===== src/rtl/lsu_pkg.sv =====
// lsu_pkg: shared state type, funct3 encodings and lane helpers for the load/store unit
package lsu_pkg;
    typedef enum logic [1:0] {IDLE, BUS, RESP} lsu_state_e;
    localparam logic [2:0] F3_B  = 3'b000;
    localparam logic [2:0] F3_H  = 3'b001;
    localparam logic [2:0] F3_W  = 3'b010;
    localparam logic [2:0] F3_BU = 3'b100;
    localparam logic [2:0] F3_HU = 3'b101;
    function automatic logic [3:0] be_gen(input logic [2:0] f3, input logic [1:0] lo);
        return (f3[1:0] == 2'b00) ? (4'b0001 << lo) : (f3[1:0] == 2'b01) ? (4'b0011 << lo) : 4'b1111;
    endfunction
    function automatic logic [31:0] ld_extend(input logic [2:0] f3, input logic [1:0] lo, input logic [31:0] w);
        logic [31:0] s;
        s = w >> {lo, 3'b000};
        return (f3 == F3_B)  ? {{24{s[7]}}, s[7:0]} :
               (f3 == F3_BU) ? {24'b0, s[7:0]} :
               (f3 == F3_H)  ? {{16{s[15]}}, s[15:0]} :
               (f3 == F3_HU) ? {16'b0, s[15:0]} : w;
    endfunction
    // Stores have no unsigned forms; halves and words must be naturally aligned.
    function automatic logic req_ok(input logic we, input logic [2:0] f3, input logic [1:0] lo);
        logic legal, aligned;
        legal   = we ? (f3 inside {F3_B, F3_H, F3_W}) : (f3 inside {F3_B, F3_H, F3_W, F3_BU, F3_HU});
        aligned = (f3[1:0] == 2'b01) ? !lo[0] : (f3[1:0] == 2'b10) ? (lo == 2'b00) : 1'b1;
        return legal && aligned;
    endfunction
endpackage


===== src/rtl/lsu_align.sv =====
// lsu_align: byte-enable generation, store lane replication and load extraction/extension
module lsu_align
    import lsu_pkg::*;
(
    input  logic [2:0]  i_st_funct3,
    input  logic [1:0]  i_st_addr_lo,
    input  logic [31:0] i_wdata,
    output logic [3:0]  o_be,
    output logic [31:0] o_wdata,
    input  logic [2:0]  i_ld_funct3,
    input  logic [1:0]  i_ld_addr_lo,
    input  logic [31:0] i_rword,
    output logic [31:0] o_rdata
);
    always_comb begin
        o_be    = be_gen(i_st_funct3, i_st_addr_lo);
        o_wdata = (i_st_funct3[1:0] == 2'b00) ? {4{i_wdata[7:0]}} :
                  (i_st_funct3[1:0] == 2'b01) ? {2{i_wdata[15:0]}} : i_wdata;
        o_rdata = ld_extend(i_ld_funct3, i_ld_addr_lo, i_rword);
    end
endmodule


===== src/rtl/load_store_unit.sv =====
// load_store_unit: turns core loads/stores into one word-aligned req/ack bus access with timeout
module load_store_unit
    import lsu_pkg::*;
#(
    parameter int ADDR_W  = 32,
    parameter int TIMEOUT = 16,
    parameter int TO_W    = $clog2(TIMEOUT) + 1
)(
    input  logic              clk,
    input  logic              arst_n,
    input  logic              lsu_valid,
    input  logic              lsu_we,
    input  logic [2:0]        lsu_funct3,
    input  logic [ADDR_W-1:0] lsu_addr,
    input  logic [31:0]       lsu_wdata,
    output logic              lsu_busy,
    output logic              lsu_done,
    output logic              lsu_err,
    output logic [31:0]       lsu_rdata,
    output logic              bus_req,
    output logic              bus_we,
    output logic [ADDR_W-1:0] bus_addr,
    output logic [3:0]        bus_be,
    output logic [31:0]       bus_wdata,
    input  logic              bus_ack,
    input  logic [31:0]       bus_rdata
);
    lsu_state_e        r_state;
    logic [ADDR_W-1:0] r_addr;
    logic [2:0]        r_funct3;
    logic [TO_W-1:0]   r_cnt;
    logic              r_req, r_we, r_done, r_err;
    logic [3:0]        r_be;
    logic [31:0]       r_wdata, r_rdata;
    logic [3:0]        w_be;
    logic [31:0]       w_wdata, w_rdata;
    logic              w_ok;

    lsu_align u_align (
        .i_st_funct3  (lsu_funct3),
        .i_st_addr_lo (lsu_addr[1:0]),
        .i_wdata      (lsu_wdata),
        .o_be         (w_be),
        .o_wdata      (w_wdata),
        .i_ld_funct3  (r_funct3),
        .i_ld_addr_lo (r_addr[1:0]),
        .i_rword      (bus_rdata),
        .o_rdata      (w_rdata)
    );

    assign w_ok = req_ok(lsu_we, lsu_funct3, lsu_addr[1:0]);

    always_ff @(posedge clk or negedge arst_n) begin
        if (!arst_n) begin
            r_state  <= IDLE;
            r_addr   <= '0;
            r_funct3 <= '0;
            r_cnt    <= '0;
            r_req    <= 1'b0;
            r_we     <= 1'b0;
            r_done   <= 1'b0;
            r_err    <= 1'b0;
            r_be     <= '0;
            r_wdata  <= '0;
            r_rdata  <= '0;
        end else begin
            r_done <= 1'b0;
            case (r_state)
                IDLE: if (lsu_valid) begin
                    r_err   <= !w_ok;
                    r_rdata <= '0;
                    if (w_ok) begin
                        r_state  <= BUS;
                        r_req    <= 1'b1;
                        r_addr   <= lsu_addr;
                        r_we     <= lsu_we;
                        r_funct3 <= lsu_funct3;
                        r_be     <= w_be;
                        r_wdata  <= w_wdata;
                        r_cnt    <= '0;
                    end else begin
                        r_state <= RESP;
                        r_done  <= 1'b1;
                    end
                end
                // Ack wins over a timeout landing on the same edge.
                BUS: if (bus_ack) begin
                    r_state <= RESP;
                    r_req   <= 1'b0;
                    r_done  <= 1'b1;
                    r_rdata <= r_we ? '0 : w_rdata;
                end else if (r_cnt == TO_W'(TIMEOUT - 1)) begin
                    r_state <= RESP;
                    r_req   <= 1'b0;
                    r_done  <= 1'b1;
                    r_err   <= 1'b1;
                end else begin
                    r_cnt <= r_cnt + 1'b1;
                end
                default: r_state <= IDLE;
            endcase
        end
    end

    assign lsu_busy  = arst_n && (r_state == BUS || (r_state == IDLE && lsu_valid));
    assign lsu_done  = r_done;
    assign lsu_err   = r_err;
    assign lsu_rdata = r_rdata;
    assign bus_req   = r_req;
    assign bus_we    = r_we;
    assign bus_addr  = {r_addr[ADDR_W-1:2], 2'b00};
    assign bus_be    = r_be;
    assign bus_wdata = r_wdata;
endmodule


===== config.mk =====
export PLATFORM = sky130hd
export DESIGN_NAME = load_store_unit
export DESIGN_NICKNAME = d
export VERILOG_FILES = /design/src/rtl/lsu_pkg.sv /design/src/rtl/lsu_align.sv /design/src/rtl/load_store_unit.sv
export SDC_FILE = /design/constraint.sdc
export NUM_CORES = 1
export LEC_CHECK = 0
export BUFFER_PORTS_ARGS = -buffer_cell sky130_fd_sc_hd__buf_2
export CAP_MARGIN = 25
export CORE_AREA = 5 5 130 101
export DETAILED_ROUTE_END_ITERATION = 16
export DIE_AREA = 0 0 135 106
export PLACE_DENSITY_LB_ADDON = 0.08
export SYNTH_ARGS = -nofsm -noshare
export SYNTH_HDL_FRONTEND = slang
export SYNTH_SLANG_ARGS = --single-unit

===== constraint.sdc =====
create_clock -name clk -period 2.3 [get_ports clk]
set_input_delay 0.46 -clock clk [delete_from_list [all_inputs] [get_ports clk]]
set_output_delay 0.46 -clock clk [all_outputs]
set_load 0.05 [all_outputs]

After elaboration in Yosys (flattened, before gate mapping):

Index checks and enable logic that the tools add are counted.

* shift operators: 3
* equal/unequal tests: 18
* multiply operators: 0
* bitwise operators: 0
* add/subtract/negate cells: 1
* $lt $le $gt $ge: 0
* mux-type cells: 39
* reductions and logical operators: 20
* divide/modulo/power cells: 0

Operators with widths (number)
* $mux 32: 9
* $pmux 32 s2: 1
* $shr 32x5->16: 1
* $mux 5: 4
* $mux 1: 14
* $eq 3x3->1 const B: 4
* $ne 2x2->1 const B: 6
* $pmux 5 s2: 1
* $mux 2: 4
* $mux 4: 2
* $reduce_and 4->1: 2
* $eq 3x1->1 const B: 2
* $logic_not 2->1: 3
* $logic_not 3->1: 2
* $pmux 1 s2: 3
* $reduce_and 3->1: 2
* $add 5x1->5 const B: 1
* $eq 5x4->1 const B: 1
* $reduce_and 5->1: 1
* $reduce_bool 5->1: 1
* $eq 2x1->1 const B: 2
* $pmux 2 s2: 1
* $shl 1x2->4 const A: 1
* $shl 2x2->4 const A: 1
* 9 further kinds: 12

* bits in latches: 0
* bits in registers: 114
* input port bits: 104
* output and inout bits: 105
* memories: 0
* ROM bits: 0
* memory bits (writable): 0
* word-level logic and storage cells: 92

Longest topological paths before layout:

* word-level depth: 8
* mapped depth: 9
* mapped depth without buffers: 7

Cells and area by module:

From an unflattened synthesis, not the netlist that was laid out.

* cell total of the unflattened synthesis: 572
* area total of the unflattened synthesis: 6228.5 um^2

By module, submodules not included
* load_store_unit: area each 4832.1 um^2, cells an instance 379, times used 1, seq. area each 2852.7 um^2
* lsu_align: area each 1396.3 um^2, cells an instance 193, times used 1, seq. area each 0.0 um^2

Worst setup path before layout:

No wires, ideal clock.

* kind: input -> register
* start: input port lsu_addr[0]
* end: register r_wdata[0], in the netlist bus_wdata[0]
* data required time: 2175 ps
* stages on the path: 8
* library setup time: 125 ps
* arrival time: 2003 ps
* setup slack: 172 ps
* buffers on the path: 2
* path through: inv_1 -> ha_1 -> nand2b_1 -> a221o_1 -> or3_1 -> buf_4 -> buf_6 -> mux2_4

* cells in the longest elaborated chain, start to end: 5
* elaborated cells on any way between the ends: 6
* those cells by class: mux: 2; reduce/logical: 4

Ends and longest elaborated chain
* from (decl): line load_store_unit.sv:14 `input logic [ADDR_W-1:0] lsu_addr,`
* $logic_not 2->1: line lsu_pkg.sv:24 `aligned = (f3[1:0] == 2'b01) ? !lo[0] : (f3[1:0] == 2'b10) ? (lo == 2'b00) : 1'b1;`
* $mux 1: line lsu_pkg.sv:24
* $mux 1 *: line lsu_pkg.sv:24
* $logic_and 1x1->1 *: line lsu_pkg.sv:25 `return legal && aligned;`
* $reduce_and 3->1 (no line) *
* to (signal assigned): line load_store_unit.sv:79 `r_wdata <= w_wdata;`
* to (decl): line load_store_unit.sv:34 `logic [31:0] r_wdata, r_rdata;`

Every way passes the cells marked *; elsewhere a longest branch is shown, timed or not.
A chain may end at the register's enable or synchronous reset.

Final worst setup path:

* start: register r_cnt[0]
* end: register r_cnt[3]

* cells in the longest elaborated chain, start to end: 4
* elaborated cells on any way between the ends: 7
* those cells by class: add/sub: 1; eq/ne: 2; mux: 3; reduce/logical: 1

Ends and longest elaborated chain
* from (decl): line load_store_unit.sv:31 `logic [TO_W-1:0] r_cnt;`
* from (signal assigned): line load_store_unit.sv:98 `r_cnt <= r_cnt + 1'b1;`
* $add 5x1->5: line load_store_unit.sv:98
* $mux 5: line load_store_unit.sv:92 `end else if (r_cnt == TO_W'(TIMEOUT - 1)) begin`
* $mux 5: line load_store_unit.sv:87 `BUS: if (bus_ack) begin`
* $pmux 5 s2: line load_store_unit.sv:68 `case (r_state)`

Several ways; a longest one is shown, not always the timed one. The select of a mux whose other input is x is not followed.

==> run metrics <==
multi-input logic area 2420 um^2; reg-to-reg endpoint r_cnt[3]; final worst path period share 0.859; Final Setup Violations 0; ANT cells 0; wire per inst 17.6 um; # hold bufs at CTS 0; GRT overflow 0; final worst path period need 1.98 ns; Worst Path Max Fanout 5; sequential area share after synthesis 0.499; CP peak stage delay 0.41 ns; die area 14300 um^2; maximum VDD drop 0.781 mV; # DRC 0; r2r startpoint r_cnt[0]; Die Ht 106 um; skew final 0.0111 ns; core region area 11900 um^2; CTS Buf Count 17; number of synthesized flops with an enable pin 0; most frequent cells in the layout buf_2, dfrtp_1, nand2_1; # placed instances 838; vias after detailed routing 4549; row count 35; first-pass GRT wire length 24.6 mm; Area Overhead vs Synth 28.8%; Hold WC Path Type primary input to async pin; Reg clk slew, reported paths 0.05 ns; setup_tns 0 ns; R2R cell count 7; Syn Area/Cell 11.1 um^2; GPL Wtd Cong 0.835; DP HPWL 11.1 mm; min setup slack post-route 0.325 ns; post-synth cell types 47; Die X 135 um; Cells after Synth 513; Most common cell on crit path ha_1; largest net degree at the start of global routing 61; IO Pins 209; post_cts resized 0; postcts setup bufs 0; non-filler cells, final 869; Seq. cell area 2850 um^2; crit path kind register to register; asr flop ratio synth 1.00; fin util 0.620; final WL 15.3 mm; CTS tree built; Final Max Tran Viols 0; status complete, no violations; maximum clock path buffer count 2; Yosys warning total 0; Placed Area 6720 um^2; number of global-route vias before repair 4567; Final ANT Viol Nets 0; commonest non-fill, non-tap cell in the layout buf_2; hold_ws 0.262 ns; CP Data Required Time 2.59 ns; first drt pass iteration count 5; Root Buffer Master clkbuf_16; Total GRT Usage 0.216; Tightest Pin Transition 0.789 ns; slowest stage cell, crit path dfrtp_1; PD cells 1320 nW/um^2; initial antenna violation count 1; Max Clock Freq 0.506 GHz; Synth Flop Type dfrtp_1; Final Hold Vio Count 0; slew margin rel. 0.474; pre-CTS setup slack 0.000516 ns; fin area 7360 um^2; CP Capture Type register; ratio of cells with drive above 1 in the final layout 0.430; Max Cap Viol 0; R2R Setup Slk 0.32 ns; Cell Chain, Critical Path ha_1 -> and3_1 -> ha_1 -> nor3_1 -> nand4_1 -> xnor2_1 -> and2_1; Initial Utilization 0.481; clock sink total 114; FILL cells 1009; Leak 3.91 nW; IO buf count 206; FF+latch count, synth 114; H-tree Lvls 4; Vias per Instance 5.23; RSZ-0062 raised after global routing no; 1st-iter DRT viols 272; data arrival time of the critical path 2.27 ns; worst skew pair latency 0.41 ns; nets 801; Netlist Area Pre-Place 5710 um^2; Setup crit start kind register; total power 9.71 mW
## sequential cells by signal, summed over array words and instances, names as in the netlist
name,flops
bus_be,4
bus_req,1
bus_wdata,32
bus_we,1
lsu_done,1
lsu_err,1
lsu_rdata,32
r_addr,32
r_cnt,5
r_funct3,3
r_state,2
## worst max path at each step
stage / from / to / slack (ns)
floorplan: lsu_addr[0] / bus_wdata[0] / 0.17
global placement: lsu_addr[0] / r_addr[21] / 0.05
detailed placement: lsu_addr[0] / r_addr[19] / 0.0005
CTS: r_cnt[0] / r_cnt[3] / 0.33
global route: r_cnt[0] / r_cnt[3] / 0.16
finish: r_cnt[0] / r_cnt[3] / 0.32
## per-layer routing
layer  global-route usage  part of all wire
met1                0.322              0.49
met3               0.0601             0.069
met5                    0           0.00085
met4               0.0662             0.012
met2                0.307              0.43
## power by group
part / switching [mW] / internal, mW
Sequential: 0.395 / 2.56
Clock: 0.886 / 1.97
Combinational: 2.74 / 1.15
## worst max-delay path: cells and delay by family, from the launching register on
family	cells	cell delay (ns)
flops	1	0.41
fa+ha+maj	2	0.46
simple gates	4	0.84
xor+xnor	1	0.15
## synth_stat cells, types with 4 or more instances
| master | number | area share |
|---|---|---|
| a21oi_1 | 22 | 0.019 |
| a221o_1 | 19 | 0.033 |
| a22o_1 | 6 | 0.0092 |
| a22oi_1 | 4 | 0.0053 |
| buf_4 | 33 | 0.043 |
| buf_6 | 6 | 0.012 |
| clkbuf_1 | 24 | 0.016 |
| dfrtp_1 | 114 | 0.50 |
| ha_1 | 6 | 0.013 |
| inv_1 | 7 | 0.0046 |
| mux2_4 | 42 | 0.11 |
| mux2i_1 | 25 | 0.044 |
| nand2_1 | 63 | 0.041 |
| nand2b_1 | 9 | 0.0099 |
| nand3_1 | 5 | 0.0044 |
| nor2_1 | 25 | 0.016 |
| nor2b_1 | 4 | 0.0044 |
| o21ai_0 | 46 | 0.040 |
| o221ai_1 | 5 | 0.0077 |
## final cells by class
| class | count | share of cell area |
|---|---|---|
| inverter | 7 | 0.00357 |
| timing repair buffer | 224 | 0.164 |
| sequential | 114 | 0.388 |
| clock inverter | 9 | 0.0243 |
| multi-input combinational | 327 | 0.329 |
| clock buffer | 22 | 0.0631 |
| tap | 166 | 0.0282 |
## cell families after synthesis
group / Yosys count / synth area share
AND/OR/NAND/NOR: 124 / 0.0990
AO/OA/AOI/OAI: 122 / 0.143
flip-flops: 114 / 0.499
buffers and inverters: 73 / 0.0780
multiplexers: 71 / 0.164
adder cells (fa/ha/maj): 6 / 0.0131
XOR/XNOR: 2 / 0.00307
other: 1 / 0.000656
(Power assumes the default switching activity.)
